$ cat src/rtl/frame_copy_master_if.sv
// Avalon-MM write-master bus between the frame copy engine and the SDRAM side.
// Latency: none, wires only.
// Backpressure: the slave side holds master_waitrequest to stall the current beat.
interface frame_copy_master_if #(
  parameter int ADDR_W = 26,
  parameter int DATA_W = 32
) ();
  logic [ADDR_W-1:0] master_address;
  logic [DATA_W-1:0] master_writedata;
  logic              master_write;
  logic              master_waitrequest;

  modport master (
    output master_address,
    output master_writedata,
    output master_write,
    input  master_waitrequest
  );

  modport slave (
    input  master_address,
    input  master_writedata,
    input  master_write,
    output master_waitrequest
  );
endinterface

$ cat src/rtl/frame_copy_master.sv
// SRAM-to-SDRAM frame copy engine: reads packed pixel words from SRAM and
// writes one zero-extended pixel per Avalon beat. Per word: 1 + SRAM_READ_LATENCY
// + PIXELS_PER_WORD cycles without stalls. A beat is held stable while
// master_waitrequest is high. Optional FCM_IRQ_EN adds a registered irq output.
module frame_copy_master #(
  parameter int MASTER_ADDRESSWIDTH = 26,
  parameter int SLAVE_ADDRESSWIDTH  = 3,
  parameter int DATAWIDTH           = 32,
  parameter int PIXEL_WIDTH         = 24,
  parameter int PIXELS_PER_WORD     = 64,
  parameter int SRAM_ADDRWIDTH      = 24,
  parameter int SRAM_READ_LATENCY   = 1,
  parameter int DEFAULT_STEP        = 4
) (
  input  logic                                   clk,
  input  logic                                   reset,
  input  logic [SLAVE_ADDRESSWIDTH-1:0]          slave_address,
  input  logic [DATAWIDTH-1:0]                   slave_writedata,
  input  logic                                   slave_write,
  input  logic                                   slave_read,
  input  logic                                   slave_chipselect,
  output logic [DATAWIDTH-1:0]                   slave_readdata,
  output logic                                   sram_req,
  output logic                                   sram_read_enable,
  output logic [SRAM_ADDRWIDTH-1:0]              sram_address,
  input  logic [PIXEL_WIDTH*PIXELS_PER_WORD-1:0] sram_read_data,
  frame_copy_master_if.master                    avm,
  output logic                                   busy
`ifdef FCM_IRQ_EN
  ,
  output logic                                   irq
`endif
);

  localparam int WORD_W = PIXEL_WIDTH * PIXELS_PER_WORD;
  localparam int PIX_W  = (PIXELS_PER_WORD > 1) ? $clog2(PIXELS_PER_WORD) : 1;
  localparam int LAT_W  = (SRAM_READ_LATENCY > 1) ? $clog2(SRAM_READ_LATENCY) : 1;
  localparam logic [PIX_W-1:0] PIX_LAST = PIX_W'(PIXELS_PER_WORD - 1);
  localparam logic [LAT_W-1:0] LAT_LAST = LAT_W'(SRAM_READ_LATENCY - 1);

  localparam logic [SLAVE_ADDRESSWIDTH-1:0] A_CTRL   = SLAVE_ADDRESSWIDTH'(0);
  localparam logic [SLAVE_ADDRESSWIDTH-1:0] A_STATUS = SLAVE_ADDRESSWIDTH'(1);
  localparam logic [SLAVE_ADDRESSWIDTH-1:0] A_SRC    = SLAVE_ADDRESSWIDTH'(2);
  localparam logic [SLAVE_ADDRESSWIDTH-1:0] A_COUNT  = SLAVE_ADDRESSWIDTH'(3);
  localparam logic [SLAVE_ADDRESSWIDTH-1:0] A_DST    = SLAVE_ADDRESSWIDTH'(4);
  localparam logic [SLAVE_ADDRESSWIDTH-1:0] A_STEP   = SLAVE_ADDRESSWIDTH'(5);
  localparam logic [SLAVE_ADDRESSWIDTH-1:0] A_PIXW   = SLAVE_ADDRESSWIDTH'(6);
  localparam logic [SLAVE_ADDRESSWIDTH-1:0] A_LIMIT  = SLAVE_ADDRESSWIDTH'(7);

  typedef enum logic [2:0] {
    S_IDLE, S_SRAM_REQ, S_SRAM_WAIT, S_WRITE, S_DONE
  } state_t;

  state_t state;

  // programmed configuration
  logic [DATAWIDTH-1:0] src_base, word_count, dst_base, dst_step, dst_limit;
  logic                 ctrl_irq_en;

  // sticky status and progress
  logic                 st_done, st_aborted, st_error;
  logic [DATAWIDTH-1:0] pixels_written;

  // working registers
  logic [SRAM_ADDRWIDTH-1:0]      src;
  logic [MASTER_ADDRESSWIDTH-1:0] dst;
  logic [DATAWIDTH-1:0]           words;
  logic [PIX_W-1:0]               pix;
  logic [LAT_W-1:0]               wait_cnt;
  logic [WORD_W-1:0]              word_buf;
  logic                           abort_pend;
  logic                           mw;
  logic [DATAWIDTH-1:0]           mwd;

  logic                           wr, wr_ctrl, wr_status, start_req, abort_req;
  logic [MASTER_ADDRESSWIDTH-1:0] dst_next;
  logic [PIX_W-1:0]               pix_next;
  logic [DATAWIDTH-1:0]           csr_rdata;

  assign wr        = slave_write & slave_chipselect;
  assign wr_ctrl   = wr && (slave_address == A_CTRL);
  assign wr_status = wr && (slave_address == A_STATUS);
  assign start_req = wr_ctrl & slave_writedata[0];
  assign abort_req = wr_ctrl & slave_writedata[1];
  assign dst_next  = dst + MASTER_ADDRESSWIDTH'(dst_step);
  assign pix_next  = pix + 1'b1;

  assign avm.master_address   = dst;
  assign avm.master_writedata = mwd;
  assign avm.master_write     = mw;

  // destination beyond the inclusive limit; both sides zero-extended
  function automatic logic over_limit(input logic [MASTER_ADDRESSWIDTH-1:0] a);
    return 64'(a) > 64'(dst_limit);
  endfunction

  // configuration registers; geometry is frozen while a copy runs
  always_ff @(posedge clk) begin
    if (reset) begin
      src_base   <= '0;
      word_count <= '0;
      dst_base   <= '0;
      dst_step   <= DATAWIDTH'(DEFAULT_STEP);
      dst_limit  <= '0;
    end else if (wr && !busy) begin
      case (slave_address)
        A_SRC:   src_base   <= slave_writedata;
        A_COUNT: word_count <= slave_writedata;
        A_DST:   dst_base   <= slave_writedata;
        A_STEP:  dst_step   <= slave_writedata;
        A_LIMIT: dst_limit  <= slave_writedata;
        default: ;
      endcase
    end
  end

`ifdef FCM_IRQ_EN
  logic [2:0] sticky_d;

  // interrupt enable is writable at any time
  always_ff @(posedge clk) begin
    if (reset) ctrl_irq_en <= 1'b0;
    else if (wr_ctrl) ctrl_irq_en <= slave_writedata[2];
  end

  // raise on a newly set status bit while enabled, hold until all causes clear
  always_ff @(posedge clk) begin
    if (reset) begin
      sticky_d <= '0;
      irq      <= 1'b0;
    end else begin
      sticky_d <= {st_error, st_aborted, st_done};
      irq      <= (|{st_error, st_aborted, st_done}) &&
                  (irq || (ctrl_irq_en &&
                   |({st_error, st_aborted, st_done} & ~sticky_d)));
    end
  end
`else
  assign ctrl_irq_en = 1'b0;
`endif

  // CSR read mux
  always_comb begin
    csr_rdata = '0;
    case (slave_address)
      A_CTRL:   csr_rdata[2]   = ctrl_irq_en;
      A_STATUS: csr_rdata[3:0] = {st_error, st_aborted, st_done, busy};
      A_SRC:    csr_rdata      = src_base;
      A_COUNT:  csr_rdata      = word_count;
      A_DST:    csr_rdata      = dst_base;
      A_STEP:   csr_rdata      = dst_step;
      A_PIXW:   csr_rdata      = pixels_written;
      A_LIMIT:  csr_rdata      = dst_limit;
      default:  ;
    endcase
  end

  // registered read data, held between reads
  always_ff @(posedge clk) begin
    if (reset) slave_readdata <= '0;
    else if (slave_read && slave_chipselect) slave_readdata <= csr_rdata;
  end

  // copy sequencer; all bus outputs are registered here
  always_ff @(posedge clk) begin
    if (reset) begin
      state            <= S_IDLE;
      busy             <= 1'b0;
      sram_req         <= 1'b0;
      sram_read_enable <= 1'b0;
      sram_address     <= '0;
      mw               <= 1'b0;
      mwd              <= '0;
      src              <= '0;
      dst              <= '0;
      words            <= '0;
      pix              <= '0;
      wait_cnt         <= '0;
      word_buf         <= '0;
      abort_pend       <= 1'b0;
      st_done          <= 1'b0;
      st_aborted       <= 1'b0;
      st_error         <= 1'b0;
      pixels_written   <= '0;
    end else begin
      // software clears come first so a same-cycle hardware set wins
      if (wr_status) begin
        if (slave_writedata[1]) st_done    <= 1'b0;
        if (slave_writedata[2]) st_aborted <= 1'b0;
        if (slave_writedata[3]) st_error   <= 1'b0;
      end

      if (abort_req && (state == S_SRAM_REQ || state == S_SRAM_WAIT)) begin
        sram_req         <= 1'b0;
        sram_read_enable <= 1'b0;
        st_aborted       <= 1'b1;
        st_done          <= 1'b0;
        busy             <= 1'b0;
        state            <= S_IDLE;
      end else begin
        case (state)
          S_IDLE: begin
            if (start_req && !abort_req) begin
              src            <= SRAM_ADDRWIDTH'(src_base);
              dst            <= MASTER_ADDRESSWIDTH'(dst_base);
              words          <= word_count;
              pixels_written <= '0;
              st_done        <= 1'b0;
              st_aborted     <= 1'b0;
              st_error       <= 1'b0;
              abort_pend     <= 1'b0;
              busy           <= 1'b1;
              if (word_count == '0) begin
                state <= S_DONE;
              end else begin
                state            <= S_SRAM_REQ;
                sram_req         <= 1'b1;
                sram_read_enable <= 1'b1;
                sram_address     <= SRAM_ADDRWIDTH'(src_base);
              end
            end
          end

          S_SRAM_REQ: begin
            sram_read_enable <= 1'b0;
            wait_cnt         <= LAT_LAST;
            state            <= S_SRAM_WAIT;
          end

          S_SRAM_WAIT: begin
            if (wait_cnt != '0) begin
              wait_cnt <= wait_cnt - 1'b1;
            end else begin
              word_buf <= sram_read_data;
              pix      <= '0;
              sram_req <= 1'b0;
              if (over_limit(dst)) begin
                st_error <= 1'b1;
                busy     <= 1'b0;
                state    <= S_IDLE;
              end else begin
                mw    <= 1'b1;
                mwd   <= DATAWIDTH'(sram_read_data[0 +: PIXEL_WIDTH]);
                state <= S_WRITE;
              end
            end
          end

          S_WRITE: begin
            if (!avm.master_waitrequest) begin
              dst            <= dst_next;
              pixels_written <= pixels_written + 1'b1;
              if (abort_pend || abort_req) begin
                mw         <= 1'b0;
                abort_pend <= 1'b0;
                st_aborted <= 1'b1;
                st_done    <= 1'b0;
                busy       <= 1'b0;
                state      <= S_IDLE;
              end else if (pix == PIX_LAST) begin
                mw    <= 1'b0;
                src   <= src + 1'b1;
                words <= words - 1'b1;
                if (words == DATAWIDTH'(1)) begin
                  state <= S_DONE;
                end else begin
                  state            <= S_SRAM_REQ;
                  sram_req         <= 1'b1;
                  sram_read_enable <= 1'b1;
                  sram_address     <= src + 1'b1;
                end
              end else if (over_limit(dst_next)) begin
                mw       <= 1'b0;
                st_error <= 1'b1;
                busy     <= 1'b0;
                state    <= S_IDLE;
              end else begin
                pix <= pix_next;
                mwd <= DATAWIDTH'(word_buf[int'(pix_next)*PIXEL_WIDTH +: PIXEL_WIDTH]);
              end
            end else if (abort_req) begin
              // the stalled beat must still complete unchanged
              abort_pend <= 1'b1;
            end
          end

          S_DONE: begin
            st_done <= 1'b1;
            busy    <= 1'b0;
            state   <= S_IDLE;
          end

          default: state <= S_IDLE;
        endcase
      end
    end
  end

endmodule
$ cat src/flat_wrapper.sv
// flat-port wrapper written by rule: the top's interface ports become plain ports
module frame_copy_master_flat 
#(
  parameter int MASTER_ADDRESSWIDTH = 26,
  parameter int SLAVE_ADDRESSWIDTH  = 3,
  parameter int DATAWIDTH           = 32,
  parameter int PIXEL_WIDTH         = 24,
  parameter int PIXELS_PER_WORD     = 64,
  parameter int SRAM_ADDRWIDTH      = 24,
  parameter int SRAM_READ_LATENCY   = 1,
  parameter int DEFAULT_STEP        = 4
)
  (clk, reset, slave_address, slave_writedata, slave_write, slave_read, slave_chipselect, slave_readdata, sram_req, sram_read_enable, sram_address, sram_read_data, busy, avm_master_address, avm_master_writedata, avm_master_write, avm_master_waitrequest);
  frame_copy_master_if avm_i ();
  input  logic clk;
  input  logic reset;
  input  logic [SLAVE_ADDRESSWIDTH-1:0] slave_address;
  input  logic [DATAWIDTH-1:0] slave_writedata;
  input  logic slave_write;
  input  logic slave_read;
  input  logic slave_chipselect;
  output logic [DATAWIDTH-1:0] slave_readdata;
  output logic sram_req;
  output logic sram_read_enable;
  output logic [SRAM_ADDRWIDTH-1:0] sram_address;
  input  logic [PIXEL_WIDTH*PIXELS_PER_WORD-1:0] sram_read_data;
  output logic busy;
  output wire logic [$bits(avm_i.master_address)-1:0] avm_master_address;
  output wire logic [$bits(avm_i.master_writedata)-1:0] avm_master_writedata;
  output wire logic [$bits(avm_i.master_write)-1:0] avm_master_write;
  input wire logic [$bits(avm_i.master_waitrequest)-1:0] avm_master_waitrequest;
  assign avm_master_address = avm_i.master_address;
  assign avm_master_writedata = avm_i.master_writedata;
  assign avm_master_write = avm_i.master_write;
  assign avm_i.master_waitrequest = avm_master_waitrequest;
  frame_copy_master #(.MASTER_ADDRESSWIDTH(MASTER_ADDRESSWIDTH), .SLAVE_ADDRESSWIDTH(SLAVE_ADDRESSWIDTH), .DATAWIDTH(DATAWIDTH), .PIXEL_WIDTH(PIXEL_WIDTH), .PIXELS_PER_WORD(PIXELS_PER_WORD), .SRAM_ADDRWIDTH(SRAM_ADDRWIDTH), .SRAM_READ_LATENCY(SRAM_READ_LATENCY), .DEFAULT_STEP(DEFAULT_STEP)) u_core (.clk(clk), .reset(reset), .slave_address(slave_address), .slave_writedata(slave_writedata), .slave_write(slave_write), .slave_read(slave_read), .slave_chipselect(slave_chipselect), .slave_readdata(slave_readdata), .sram_req(sram_req), .sram_read_enable(sram_read_enable), .sram_address(sram_address), .sram_read_data(sram_read_data), .avm(avm_i), .busy(busy));
endmodule
$ cat config.mk
export PLATFORM = sky130hd
export DESIGN_NAME = frame_copy_master_flat
export DESIGN_NICKNAME = d
export VERILOG_FILES = /design/src/rtl/frame_copy_master_if.sv /design/src/rtl/frame_copy_master.sv /design/src/flat_wrapper.sv
export SDC_FILE = /design/constraint.sdc
export NUM_CORES = 2
export LEC_CHECK = 0
export BUFFER_PORTS_ARGS = -buffer_cell sky130_fd_sc_hd__buf_4
export CELL_PAD_IN_SITES_DETAIL_PLACEMENT = 0
export CELL_PAD_IN_SITES_GLOBAL_PLACEMENT = 2
export CORE_AREA = 2 2 663 665
export DETAILED_ROUTE_END_ITERATION = 7
export DIE_AREA = 0 0 665 667
export PLACE_DENSITY_LB_ADDON = 0.3
export SETUP_SLACK_MARGIN = 0.02
export SLEW_MARGIN = 0
export SYNTH_ARGS = -nofsm -noshare
export SYNTH_HDL_FRONTEND = slang
export SYNTH_SLANG_ARGS = --single-unit
$ cat constraint.sdc
create_clock -name clk -period 4.2 [get_ports clk]
set_input_delay 0.21 -clock clk [delete_from_list [all_inputs] [get_ports clk]]
set_output_delay 0.21 -clock clk [all_outputs]
set_load 0.03 [all_outputs]
==> results.py <==
metrics = {
    "clock_network": {
        "cts_tree": "yes",
        "insertion_delay_ns": 0.95,
        "htree_num_levels": 4,
        "clk_path_buf_depth": 4,
        "cts_buffers": 244,
        "clk_pin_slew_ns": 0.06,
        "root_buffer": "clkbuf_16",
        "cts_num_sinks": 1907,
    },
    "synth": {
        "synth_common_cells": "nand2_1 (3636), a21oi_1 (1911), dfxtp_1 (1907)",
        "synth_area_um2": 83400,
        "synth-edff-count": 0,
        "synth_cells": 9947,
        "synthFlopType": "dfxtp_1",
        "avgSynthCellArea_um2": 8.38,
        "yosysWarnings": 0,
        "async_flop_share_pct": 0,
        "synth-seq-cells": 1907,
        "ys_seq_area_share_pct": 45.8,
        "yosys.area.top_type": "dfxtp_1",
        "synth_top_area_share_pct": 45.8,
        "synthMostInstantiatedCell": "nand2_1",
        "synth_area_leaders": "dfxtp_1 (46%), nand2_1 (16%), mux4_2 (12%)",
        "synth_cell_types": 82,
    },
    "detailed_routing": {
        "routed_wirelength_mm": 512,
        "avgRoutedWirePerCell_um": 26.1,
        "vias_per_cell": 4.51,
        "drc_errors": 0,
        "drt_iter0_drc": 6171,
        "ant_nets": 0,
        "drt-pass1-iter-count": 5,
        "vias": 88305,
    },
    "floorplanning": {
        "io_pins": 1695,
        "core-area_um2": 437000,
        "dieHeight_um": 667,
        "initial_core_util_pct": 19.1,
        "dieArea_um2": 444000,
        "die_w_um": 665,
        "rows": 243,
    },
    "timing": {
        "fin_setup_tns_ns": -20.28,
        "worstMarginPinSlew_ns": 1.19,
        "grt_setup_unrepaired": "yes",
        "max_freq_mhz": 207,
        "setup_viol": 36,
        "finClkSkew_ns": 0.0503,
        "slew_violations": 0,
        "min_period_ns": 4.83,
        "final.setup.worst_slack_ns": -0.627,
        "hold_viol_final": 0,
        "slew_headroom_pct": 20.4,
        "finalCritPeriodShare_pct": 115,
    },
    "critical_path": {
        "worstPathRequired_ns": 5.02,
        "crit_type": "reg2reg",
        "end_kind": "register",
        "crit_path_start_kind": "register",
        "critical_path.max_fanout": 5,
        "worstPathArrival_ns": 5.65,
    },
    "power": {
        "power_density_nw_per_um2": 492,
        "p_leak_uw": 0.0488,
        "ir_drop_v": 0.000346,
        "finalPower_uw": 65600,
    },
    "run_status": {
        "status": "complete, but fails checks",
        "violations": "setup timing",
    },
    "placement": {
        "place_hpwl_mm": 391,
        "gp_congestion": 0.879,
        "place_ws_ns": -0.975,
        "io_buffers": 1686,
    },
    "layout": {
        "drive_gt1_share_pct": 22.2,
        "area_delta_synth_final_pct": 60.0,
        "nets": 15175,
    },
    "global_route": {
        "grt_usage_pct": 22.0,
        "overflow": 0,
        "antenna_found_initial": 195,
        "grt_pass1_wl_mm": 695,
        "first_global_vias": 87926,
        "grt_max_degree": 189,
    },
    "hold_path": {
        "hold_path_class": "in2reg",
    },
    "flow_run": {
        "drv_cap": 0,
    },
}
layer usage:
layer | share of wire [%] | wire length [um] | vias up | track usage [%]
li1 | - | - | 41224 | -
met1 | 43 | 221000 | 43772 | 28.3
met2 | 48 | 247000 | 2512 | 37.7
met3 | 4.5 | 23100 | 741 | 2.89
met4 | 3.9 | 19900 | 56 | 7.57
met5 | 0.071 | 364 | - | 0
worst paths after layout:
| check | cells past startpoint | end | slack [ns] | startpoint |
|---|---|---|---|---|
| hold reg to reg | 2 | u_core.word_buf[825] | 0.45 | u_core.word_buf[825] |
| setup reg to reg | 22 | u_core.avm.master_writedata[9] | -0.63 | u_core.avm.master_address[0] |
| hold / removal | 6 | u_core.slave_readdata[11] | 0.09 | slave_read |
| setup / recovery | 22 | u_core.avm.master_writedata[9] | -0.63 | u_core.avm.master_address[0] |
final cells by class:
| cell class | count | area [um^2] |
|---|---|---|
| well taps | 5757 | 7200 |
| flip-flops and latches | 1907 | 38200 |
| multi-input cells | 7156 | 42100 |
| diodes | 115 | 288 |
| clock buffers | 365 | 7220 |
| inverters | 81 | 304 |
| repair buffers | 4125 | 37200 |
| fillers | 46799 | 303000 |
| clock inverters | 73 | 901 |
registers in the layout, indices dropped and copies added, names as in the netlist, 6 cells and up:
signal / count
u_core.dst_base: 32
u_core.word_buf: 1536
u_core.avm.master_address: 26
u_core.pix: 6
u_core.dst_step: 32
u_core.word_count: 32
u_core.sram_address: 24
u_core.words: 32
u_core.src_base: 32
u_core.src: 24
u_core.avm.master_writedata: 24
u_core.pixels_written: 32
u_core.slave_readdata: 32
u_core.dst_limit: 32
critical path: stages, from the launching register on:
cell and delay (ns):
dfxtp_4 0.35, ha_4 0.16, inv_2 0.05, fa_2 0.21, nor2b_2 0.05, o31a_1 0.35, o211a_1 0.29, o2111ai_2 0.26
nand3_2 0.15, a31oi_4 0.17, o21bai_1 0.10, xor2_1 0.15, ha_1 0.33, o21ai_2 0.14, nand2_1 0.07, a22o_1 0.24
or4b_4 0.50, o21ai_4 0.23, buf_6 0.14, nand3_4 0.11, and2_4 0.25, buf_12 0.15, a221oi_2 0.25
kinds of logic (layout without fill, tap and decap cells):
| logic type | Yosys count | in the layout | synth area share (%) |
|---|---|---|---|
| flops | 1907 | 1907 | 45.8 |
| xor+xnor | 77 | 77 | 0.809 |
| compound gates | 2324 | 2324 | 15.2 |
| other cells | 1 | 123 | 0.00450 |
| simple gates | 4135 | 4135 | 19.3 |
| mux | 529 | 529 | 13.3 |
| buf+inv | 891 | 4644 | 4.35 |
| fa+ha+maj | 83 | 83 | 1.25 |
report_power, final:
group / total, uW / internal, uW / switching, uW / leakage (uW)
sequential: 22600 / 20700 / 1960 / 0.0155
combinational: 21200 / 8250 / 13000 / 0.0293
clock: 21800 / 12700 / 9030 / 0.00401
cell usage in the layout, fill, tap and decap left out, drive strengths merged, types with 16 or more instances in the layout:
cell type	Yosys	final
xor2	44	44
buf	196	2022
xnor2	33	33
nand3	57	57
inv	81	88
mux2i	24	24
a221oi	33	33
a22oi	95	95
a311oi	20	20
clkbuf	614	365
o22ai	30	30
nor4	29	29
o21ai	90	90
mux4	457	457
a211oi	18	18
a21oi	1912	1912
clkinv	0	48
dlygate4sd3	0	2103
o211ai	19	19
and3	20	20
mux2	48	48
nand2	3636	3636
diode	0	115
dfxtp	1907	1907
nor3	62	62
ha	82	82
a31oi	42	42
or3	16	16
nand4	24	24
nor2	232	232
what timing repair did:
item,in CTS,in global routing
pin swaps,30,19
hold buffers,2103,0
endpoints found under the setup margin,36,36
endpoints found under the hold margin,1820,0
cloned,2,0
resized for setup,36,17
setup buffers,5,7
metrics by stage:
step                hold WS [ns]  cell area [um^2]  cells  utilization (%)
detailed placement         0.443            104000  16911             23.7
floorplan                  0.334             83600   9954                -
finish                    0.0917            133000  19579             30.6
global route              0.0492            133000  19519             30.5
global placement           0.439            104000  16911             23.7
CTS                    0.0000601            133000  19458             30.5
(Power assumes the default switching activity.)
